## config.mk

```make
export PLATFORM = sky130hd
export DESIGN_NAME = m4_mem_rctrl_xt_flat
export DESIGN_NICKNAME = d
export VERILOG_FILES = /design/src/rtl/m4_mem_pkg.sv /design/src/rtl/m4_mem_rctrl_xt_if.sv /design/src/rtl/m4_rd_fifo.sv /design/src/rtl/m4_mem_rctrl_xt.sv /design/src/flat_wrapper.sv
export SDC_FILE = /design/constraint.sdc
export NUM_CORES = 1
export LEC_CHECK = 0
export CAP_MARGIN = 25
export CORE_UTILIZATION = 45
export DETAILED_ROUTE_END_ITERATION = 10
export PLACE_DENSITY = 0.71
export SYNTH_ARGS = -nofsm -noshare
export SYNTH_HDL_FRONTEND = slang
export SYNTH_SLANG_ARGS = --single-unit
export TNS_END_PERCENT = 30
```

## constraint.sdc

```tcl
create_clock -name clk -period 2.85 [get_ports clk]
set_input_delay 0.855 -clock clk [delete_from_list [all_inputs] [get_ports clk]]
set_output_delay 0.855 -clock clk [all_outputs]
set_load 0.03 [all_outputs]
```

## src/rtl/m4_mem_pkg.sv

```systemverilog
// Shared definitions for the M4 work-SRAM controllers: address/data widths,
// control-state encoding and the default SRAM read latency.
package m4_mem_pkg;

  localparam int M4_AW      = 19;            // word address width
  localparam int M4_BANK_BIT = M4_AW;        // bank select sits above the word address
  localparam int M4_FULL_AW = M4_AW + 1;     // {bank, word}
  localparam int M4_DW      = 32;
  localparam int M4_LEN_W   = 21;
  localparam int M4_RD_LAT  = 2;

  typedef enum logic [1:0] {
    ST_IDLE  = 2'd0,
    ST_RUN   = 2'd1,
    ST_DRAIN = 2'd2
  } m4_state_e;

  typedef logic [M4_FULL_AW-1:0] m4_addr_t;

endpackage

```

## src/rtl/m4_mem_rctrl_xt_if.sv

```systemverilog
// Job control, SRAM read port and output stream of the M4 read controller.
interface m4_mem_rctrl_xt_if;
  import m4_mem_pkg::*;

  logic                m4_cmd_cycle_stp;
  logic                m4_cmd_cycle;
  logic                rd_start;
  m4_addr_t            rd_base;
  logic [M4_LEN_W-1:0] rd_len;
  logic                rd_abort;
  logic [M4_DW-1:0]    rdata;
  logic [M4_AW-1:0]    rad;
  logic                rd_bank1;
  logic                re;
  logic [3:0]          dqm;
  logic                rd_valid;
  logic [M4_DW-1:0]    rd_data;
  logic                rd_ready;
  logic                rd_busy;
  logic                rd_done;

  modport slave (
    input  m4_cmd_cycle_stp, m4_cmd_cycle, rd_start, rd_base, rd_len, rd_abort,
           rdata, rd_ready,
    output rad, rd_bank1, re, dqm, rd_valid, rd_data, rd_busy, rd_done
  );

  modport master (
    output m4_cmd_cycle_stp, m4_cmd_cycle, rd_start, rd_base, rd_len, rd_abort,
           rdata, rd_ready,
    input  rad, rd_bank1, re, dqm, rd_valid, rd_data, rd_busy, rd_done
  );

endinterface

```

## src/rtl/m4_rd_fifo.sv

```systemverilog
// Small synchronous FIFO for captured read data; flush empties it in one cycle.
module m4_rd_fifo #(
  parameter int DEPTH = 4,
  parameter int WIDTH = 32
) (
  input  logic                     clk,
  input  logic                     xrst,
  input  logic                     flush,
  input  logic                     push,
  input  logic [WIDTH-1:0]         wdata,
  input  logic                     pop,
  output logic [WIDTH-1:0]         rdata,
  output logic                     valid,
  output logic [$clog2(DEPTH):0]   count
);

  localparam int AW = $clog2(DEPTH);

  logic [WIDTH-1:0] mem [DEPTH];
  logic [AW-1:0]    wptr, rptr;
  logic [AW:0]      cnt;

  // NOTE: sequential state uses non-blocking assignments so every flop
  // samples pre-edge values regardless of statement order.
  always_ff @(posedge clk or negedge xrst) begin
    if (!xrst) begin
      wptr <= '0;
      rptr <= '0;
      cnt  <= '0;
    end else if (flush) begin
      wptr <= '0;
      rptr <= '0;
      cnt  <= '0;
    end else begin
      if (push) wptr <= wptr + AW'(1);
      if (pop)  rptr <= rptr + AW'(1);
      case ({push, pop})
        2'b10:   cnt <= cnt + (AW+1)'(1);
        2'b01:   cnt <= cnt - (AW+1)'(1);
        default: cnt <= cnt;
      endcase
    end
  end

  // NOTE: storage has no reset; emptiness is tracked by the pointers and the
  // head is forced to zero while empty, so stale contents are never visible.
  always_ff @(posedge clk) begin
    if (push && !flush) mem[wptr] <= wdata;
  end

  assign valid = (cnt != '0);
  assign rdata = valid ? mem[rptr] : '0;
  assign count = cnt;

endmodule

```

## src/rtl/m4_mem_rctrl_xt.sv

```systemverilog
// M4 work-SRAM read controller: issues one read per owned command slot and
// streams captured words out through a credit-limited FIFO.
module m4_mem_rctrl_xt
  import m4_mem_pkg::*;
#(
  parameter int RD_LAT     = M4_RD_LAT,
  parameter int FIFO_DEPTH = 4
) (
  input logic              clk,
  input logic              xrst,
  m4_mem_rctrl_xt_if.slave bus
);

  localparam int CW = $clog2(FIFO_DEPTH) + 1;

  m4_state_e           state_q, state_d;
  m4_addr_t            addr_q, addr_d;
  logic [M4_LEN_W-1:0] rem_q, rem_d;
  logic [RD_LAT-1:0]   pipe_q;
  logic                re_q, done_q, done_d;
  logic [M4_AW-1:0]    rad_q;
  logic                bank_q;
  logic [CW-1:0]       fifo_count;
  logic                fifo_valid, pop, issue, inflight_zero;
  logic [7:0]          used;

  // Credit counts every word already committed: FIFO contents, the read
  // presented this cycle and every read still travelling through the pipe.
  always_comb begin
    used = 8'(fifo_count) + 8'(re_q);
    for (int i = 0; i < RD_LAT; i++) used = used + 8'(pipe_q[i]);
  end

  assign inflight_zero = !re_q && (pipe_q == '0);
  assign pop           = fifo_valid && bus.rd_ready;
  assign issue         = bus.m4_cmd_cycle_stp && bus.m4_cmd_cycle && (state_q == ST_RUN)
                      && (rem_q != '0) && (used < 8'(FIFO_DEPTH)) && !bus.rd_abort;

  // NOTE: every output of this block gets a default first, so no path can
  // leave a variable unassigned and infer a latch.
  always_comb begin
    state_d = state_q;
    addr_d  = addr_q;
    rem_d   = rem_q;
    done_d  = 1'b0;
    if (bus.rd_abort) begin
      state_d = ST_IDLE;
      addr_d  = '0;
      rem_d   = '0;
    end else begin
      case (state_q)
        ST_IDLE: begin
          if (bus.rd_start) begin
            if (bus.rd_len == '0) begin
              done_d = 1'b1;
            end else begin
              state_d = ST_RUN;
              addr_d  = bus.rd_base;
              rem_d   = bus.rd_len;
            end
          end
        end
        ST_RUN: begin
          if (issue) begin
            addr_d = addr_q + m4_addr_t'(1);
            rem_d  = rem_q - M4_LEN_W'(1);
            if (rem_q == M4_LEN_W'(1)) state_d = ST_DRAIN;
          end
        end
        ST_DRAIN: begin
          if (inflight_zero && (fifo_count == CW'(1)) && pop) begin
            state_d = ST_IDLE;
            done_d  = 1'b1;
          end
        end
        default: state_d = ST_IDLE;
      endcase
    end
  end

  always_ff @(posedge clk or negedge xrst) begin
    if (!xrst) begin
      state_q <= ST_IDLE;
      addr_q  <= '0;
      rem_q   <= '0;
      pipe_q  <= '0;
      re_q    <= 1'b0;
      done_q  <= 1'b0;
      rad_q   <= '0;
      bank_q  <= 1'b0;
    end else begin
      state_q <= state_d;
      addr_q  <= addr_d;
      rem_q   <= rem_d;
      done_q  <= done_d;
      re_q    <= issue;
      if (issue) {bank_q, rad_q} <= addr_q;
      if (bus.rd_abort) begin
        pipe_q <= '0;
      end else begin
        pipe_q[0] <= re_q;
        for (int i = 1; i < RD_LAT; i++) pipe_q[i] <= pipe_q[i-1];
      end
    end
  end

  m4_rd_fifo #(.DEPTH(FIFO_DEPTH), .WIDTH(M4_DW)) u_fifo (
    .clk   (clk),
    .xrst  (xrst),
    .flush (bus.rd_abort),
    .push  (pipe_q[RD_LAT-1]),
    .wdata (bus.rdata),
    .pop   (pop),
    .rdata (bus.rd_data),
    .valid (fifo_valid),
    .count (fifo_count)
  );

  assign bus.rad      = rad_q;
  assign bus.rd_bank1 = bank_q;
  assign bus.re       = re_q;
  assign bus.dqm      = 4'd0;
  assign bus.rd_valid = fifo_valid;
  assign bus.rd_busy  = (state_q != ST_IDLE);
  assign bus.rd_done  = done_q;

endmodule

```

## src/flat_wrapper.sv

```systemverilog
// flat-port wrapper written by rule: the top's interface ports become plain ports
module m4_mem_rctrl_xt_flat import m4_mem_pkg::*;
#(
  parameter int RD_LAT     = M4_RD_LAT,
  parameter int FIFO_DEPTH = 4
)
  (clk, xrst, bus_m4_cmd_cycle_stp, bus_m4_cmd_cycle, bus_rd_start, bus_rd_base, bus_rd_len, bus_rd_abort, bus_rdata, bus_rd_ready, bus_rad, bus_rd_bank1, bus_re, bus_dqm, bus_rd_valid, bus_rd_data, bus_rd_busy, bus_rd_done);
  m4_mem_rctrl_xt_if bus_i ();
  input logic clk;
  input logic xrst;
  input wire logic [$bits(bus_i.m4_cmd_cycle_stp)-1:0] bus_m4_cmd_cycle_stp;
  input wire logic [$bits(bus_i.m4_cmd_cycle)-1:0] bus_m4_cmd_cycle;
  input wire logic [$bits(bus_i.rd_start)-1:0] bus_rd_start;
  input wire logic [$bits(bus_i.rd_base)-1:0] bus_rd_base;
  input wire logic [$bits(bus_i.rd_len)-1:0] bus_rd_len;
  input wire logic [$bits(bus_i.rd_abort)-1:0] bus_rd_abort;
  input wire logic [$bits(bus_i.rdata)-1:0] bus_rdata;
  input wire logic [$bits(bus_i.rd_ready)-1:0] bus_rd_ready;
  output wire logic [$bits(bus_i.rad)-1:0] bus_rad;
  output wire logic [$bits(bus_i.rd_bank1)-1:0] bus_rd_bank1;
  output wire logic [$bits(bus_i.re)-1:0] bus_re;
  output wire logic [$bits(bus_i.dqm)-1:0] bus_dqm;
  output wire logic [$bits(bus_i.rd_valid)-1:0] bus_rd_valid;
  output wire logic [$bits(bus_i.rd_data)-1:0] bus_rd_data;
  output wire logic [$bits(bus_i.rd_busy)-1:0] bus_rd_busy;
  output wire logic [$bits(bus_i.rd_done)-1:0] bus_rd_done;
  assign bus_i.m4_cmd_cycle_stp = bus_m4_cmd_cycle_stp;
  assign bus_i.m4_cmd_cycle = bus_m4_cmd_cycle;
  assign bus_i.rd_start = bus_rd_start;
  assign bus_i.rd_base = bus_rd_base;
  assign bus_i.rd_len = bus_rd_len;
  assign bus_i.rd_abort = bus_rd_abort;
  assign bus_i.rdata = bus_rdata;
  assign bus_i.rd_ready = bus_rd_ready;
  assign bus_rad = bus_i.rad;
  assign bus_rd_bank1 = bus_i.rd_bank1;
  assign bus_re = bus_i.re;
  assign bus_dqm = bus_i.dqm;
  assign bus_rd_valid = bus_i.rd_valid;
  assign bus_rd_data = bus_i.rd_data;
  assign bus_rd_busy = bus_i.rd_busy;
  assign bus_rd_done = bus_i.rd_done;
  m4_mem_rctrl_xt #(.RD_LAT(RD_LAT), .FIFO_DEPTH(FIFO_DEPTH)) u_core (.clk(clk), .xrst(xrst), .bus(bus_i));
endmodule
```

==> results.txt <==
The most used flip-flop cell after synthesis is sky130_fd_sc_hd__edfxtp_1. The die covers 20900 um^2. The first-iteration detailed-routing DRC count is 454. The final period demand of the worst path is 2.84 ns. The buffer levels on the longest clock path is 3. The run finished with clean final reports. Once layout is complete, the utilization of the core stands at 61.6%.

The height of the die came out at 145 um. For this run the aggregate overflow at the end of global routing stands at 0. The final layout net count came out at 1003. The fraction of synthesis flops using an asynchronous set or reset pin came out at 36.6%. The worst setup path is launched from a flop. The effective utilization at floorplan is 46.4%.

The number of sinks driven by the clock tree came out at 202. On the worst path, the slowest cell contributes a delay of 0.49 ns. The summed instance area of the synthesized netlist came out at 9140 um^2. CTS built an H-tree with a depth of 1. The routed length per placed instance came out at 18.8 um.

The global-route wire length before repair is 34200 um. The number of global-route vias before repair was 6254. The design draws 8.93 mW. In this run, CTS created clock tree buffers numbering 21. The count of cell types in the netlist came out at 52. Static timing analysis puts the maximum clock frequency at 353 MHz. In the layout the commonest cells are sky130_fd_sc_hd__edfxtp_1, sky130_fd_sc_hd__clkdlybuf4s50_1, sky130_fd_sc_hd__nand2_1. The largest driver fanout on the critical path is 8.

After layout, the worst setup slack is 0.0132 ns. After global routing, the most crowded layer is met2. The placed wire-length estimate after detailed placement is 14300 um. The synthesized netlist devotes 13.9% of its cell area to simple gates. The measured slew at the worst slew-check pin came out at 0.744 ns. The path class of the tightest hold or removal check is in2async. The total instance count after detailed placement came out at 1142. The worst pin sits at a relative slew slack of 50.4%. The CTS tree is done. The number of max-cap violations is 0. The number of hold-repair buffers added at the cts stage came out at 0. The initial antenna violation count came out at 0. The met1 global-route usage came out at 30.2%.

The count of boundary I/O pins is 140. The met2 track utilization from global routing came out at 35.3%. The count of non-filler cells in the finished layout came out at 1187. The worst-case setup slack after placement came out at -0.216 ns. VDD sags by at most 0.000397 V.

Clock tree synthesis selected as its root buffer the cell sky130_fd_sc_hd__clkbuf_16. Row generation in the floorplan step produced 51 rows. On the critical path, the stage with the largest delay is an instance of sky130_fd_sc_hd__mux4_2. The number of antenna repair diodes is 0.

The area growth from synthesis to layout is 32.8%. Counting flops and latches in the post-synthesis netlist gives 202. The via total after detailed routing is 6565. The mean area per synthesized cell came out at 12.6 um^2. Setup violations remaining at the end of the flow were counted as 0.

The adder and majority cell fraction of the synthesized area is 2.05%. The final count of pins violating max slew is 0. The total iterations of the first detailed-routing run came out at 4. The layout cell share with drive strength beyond 1 came out at 23.0%. The sequential-to-total area share from yosys stat is 62.3%. Global routing used 21.5% of the available tracks.

Walking the worst path, the cells encountered are buf_12 -> clkbuf_16 -> mux4_2 -> and2_4 -> buf_6. The post-CTS clock slew at the launch and capture registers of the worst setup and hold paths came out at 0.06 ns. The number of hold violations in the final report is 0.

The final critical-path share of the clock period came out at 99.5%. After Yosys synthesis, XOR and XNOR cells account for 0.575% of the synthesized area. The clock arrives with 0.0107 ns of skew. Summed over all layers, the routed wires come to 22300 um. The congestion estimate from routability-driven global placement came to 0.925. At the worst endpoint, the arrival time is 1.98 ns. The core footprint is 19700 um^2. Summing the areas of all compound-gate instances in the mapped netlist gives 9.79% of the synthesized area. The worst-skew pair later-pin latency is 0.49 ns.

The number of synthesized flops with an enable pin came out at 128. Dividing the detail-routed via count by the number of cells gives 5.53. Setup repair after global routing could not meet its margin everywhere.

The die width is 145 um. Yosys printed 0 warnings. The post-route DRC violation count is 0.

The count of buffers added on input and output ports is 135. By area, the combinational part of the netlist is dominated by simple AND/OR/NAND/NOR gates. The final-layout fill cell count came out at 1485.

The nature of the critical path endpoint is an output port. The critical path is of the reg2out type. The ratio of total power to cell area is 735 nW/um^2. The count of nets left with antenna violations after detail routing is 0. For met3 alone, demand over resource in global routing was 2.75%.

The library cell used most frequently in the layout, excluding fill and tap cells, is sky130_fd_sc_hd__edfxtp_1. The analysis attributes to cell leakage a power of 4.60 nW. Of the post-synthesis cell area, the part taken by muxes is 8.32%.

The pin count of the biggest net entering global routing came out at 36. STA puts the critical path data required time at 2.00 ns. In the synthesized netlist, the number of instances is 726.
## layout make-up
class                   instances  area (um^2)  area share, %
flip-flops and latches        202         5700           46.9
inverters                      16         60.1          0.495
repair buffers                201         2080           17.2
multi-input cells             466         3270           26.9
well taps                     265          332           2.73
clock inverters                14          144           1.19
clock buffers                  23          553           4.56
## worst max-delay path, delay by kind of cell, from the launching register on
| family | cells | cell delay [ns] |
|---|---|---|
| flops | 1 | 0.39 |
| mux | 1 | 0.49 |
| simple gates | 1 | 0.17 |
| buf+inv | 3 | 0.44 |
## Yosys cell counts, drive strengths merged (2+ instances only)
cell    number  share of area [%]
edfxtp     128                 42
nand2       76                3.1
dfrtp       74                 20
o21ai       58                3.2
a21oi       54                3.0
nor2        41                1.7
and2        40                2.7
mux4        32                7.9
clkbuf      25                1.0
nor3        24                1.3
buf         20                1.3
nor4        19                1.5
inv         16               0.66
ha          15                2.1
nand3       13               0.71
o22ai       10               0.68
nand4        9               0.62
and3         6               0.41
mux2i        4               0.44
nand2b       4               0.27
nor2b        4               0.27
nor3b        4               0.45
o21a         4               0.33
o31ai        4               0.33
or2          4               0.27
or3          4               0.27
a211oi       3               0.25
a31oi        3               0.21
o311ai       3               0.29
o31a         3               0.29
xnor2        3               0.29
xor2         3               0.29
a21o         2               0.16
a22oi        2               0.16
## timing repair
item                                    in CTS  in global routing
pin swaps                                    4                  0
gates cloned                                 2                  2
buffers inserted                             2                  2
endpoints found under the setup margin      32                 32
resized for setup                           48                 21
## cells by family after synthesis
group,Yosys count
buffers and inverters,61
adders and majority gates,15
xor gates and xnor gates,6
AOI/OAI and AO/OA,154
DFF,202
other,1
and+or+nand+nor,251
muxes,36
## metal layers
layer | up-vias | part of all wire (%) | wire, um
met5 | - | 0 | 0
met4 | 0 | 1.7 | 384
met3 | 32 | 5.4 | 1210
met2 | 217 | 49 | 11000
met1 | 3235 | 43 | 9690
li1 | 3081 | - | -
## flip-flops by register name, indices dropped and copies added (netlist names), 3 cells and up
name,flops
u_core.u_fifo.count,3
u_core.addr_q,20
u_core.rem_q,21
u_core.u_fifo.mem,128
u_core.bus.rad,19
## where the power goes
part | internal, mW | switching (mW)
Clock | 1.66 | 1.09
Sequential | 3.26 | 0.136
Combinational | 1.32 | 1.45
## stage by stage
stage | setup TNS [ns] | instance area, um^2 | hold slack, ns
after floorplan | 0 | 9150 | 0.463
after global placement | -3.67 | 11100 | 0.457
after detailed placement | -4.42 | 11100 | 0.455
after CTS | -0.705 | 12000 | 0.269
after global routing | -0.922 | 12100 | 0.292
final | 0 | 12100 | 0.283
## worst paths after layout
| check | start | cells past startpoint | end | slack (ns) |
|---|---|---|---|---|
| min reg2reg | u_core.bus.rad[12] | 2 | u_core.bus.rad[12] | 0.46 |
| min in group clk | u_core.bus.rad[12] | 2 | u_core.bus.rad[12] | 0.46 |
| max | u_core.u_fifo.rptr[0] | 5 | bus_rd_data[21] | 0.01 |
| max reg2reg | u_core.bus.re | 8 | u_core.rem_q[11] | 0.35 |
| max in group asynchronous | xrst | 2 | u_core.u_fifo.count[1] | 1.81 |
| min | xrst | 1 | u_core.addr_q[16] | 0.28 |
Note: power is estimated with default switching activity, not from simulation.
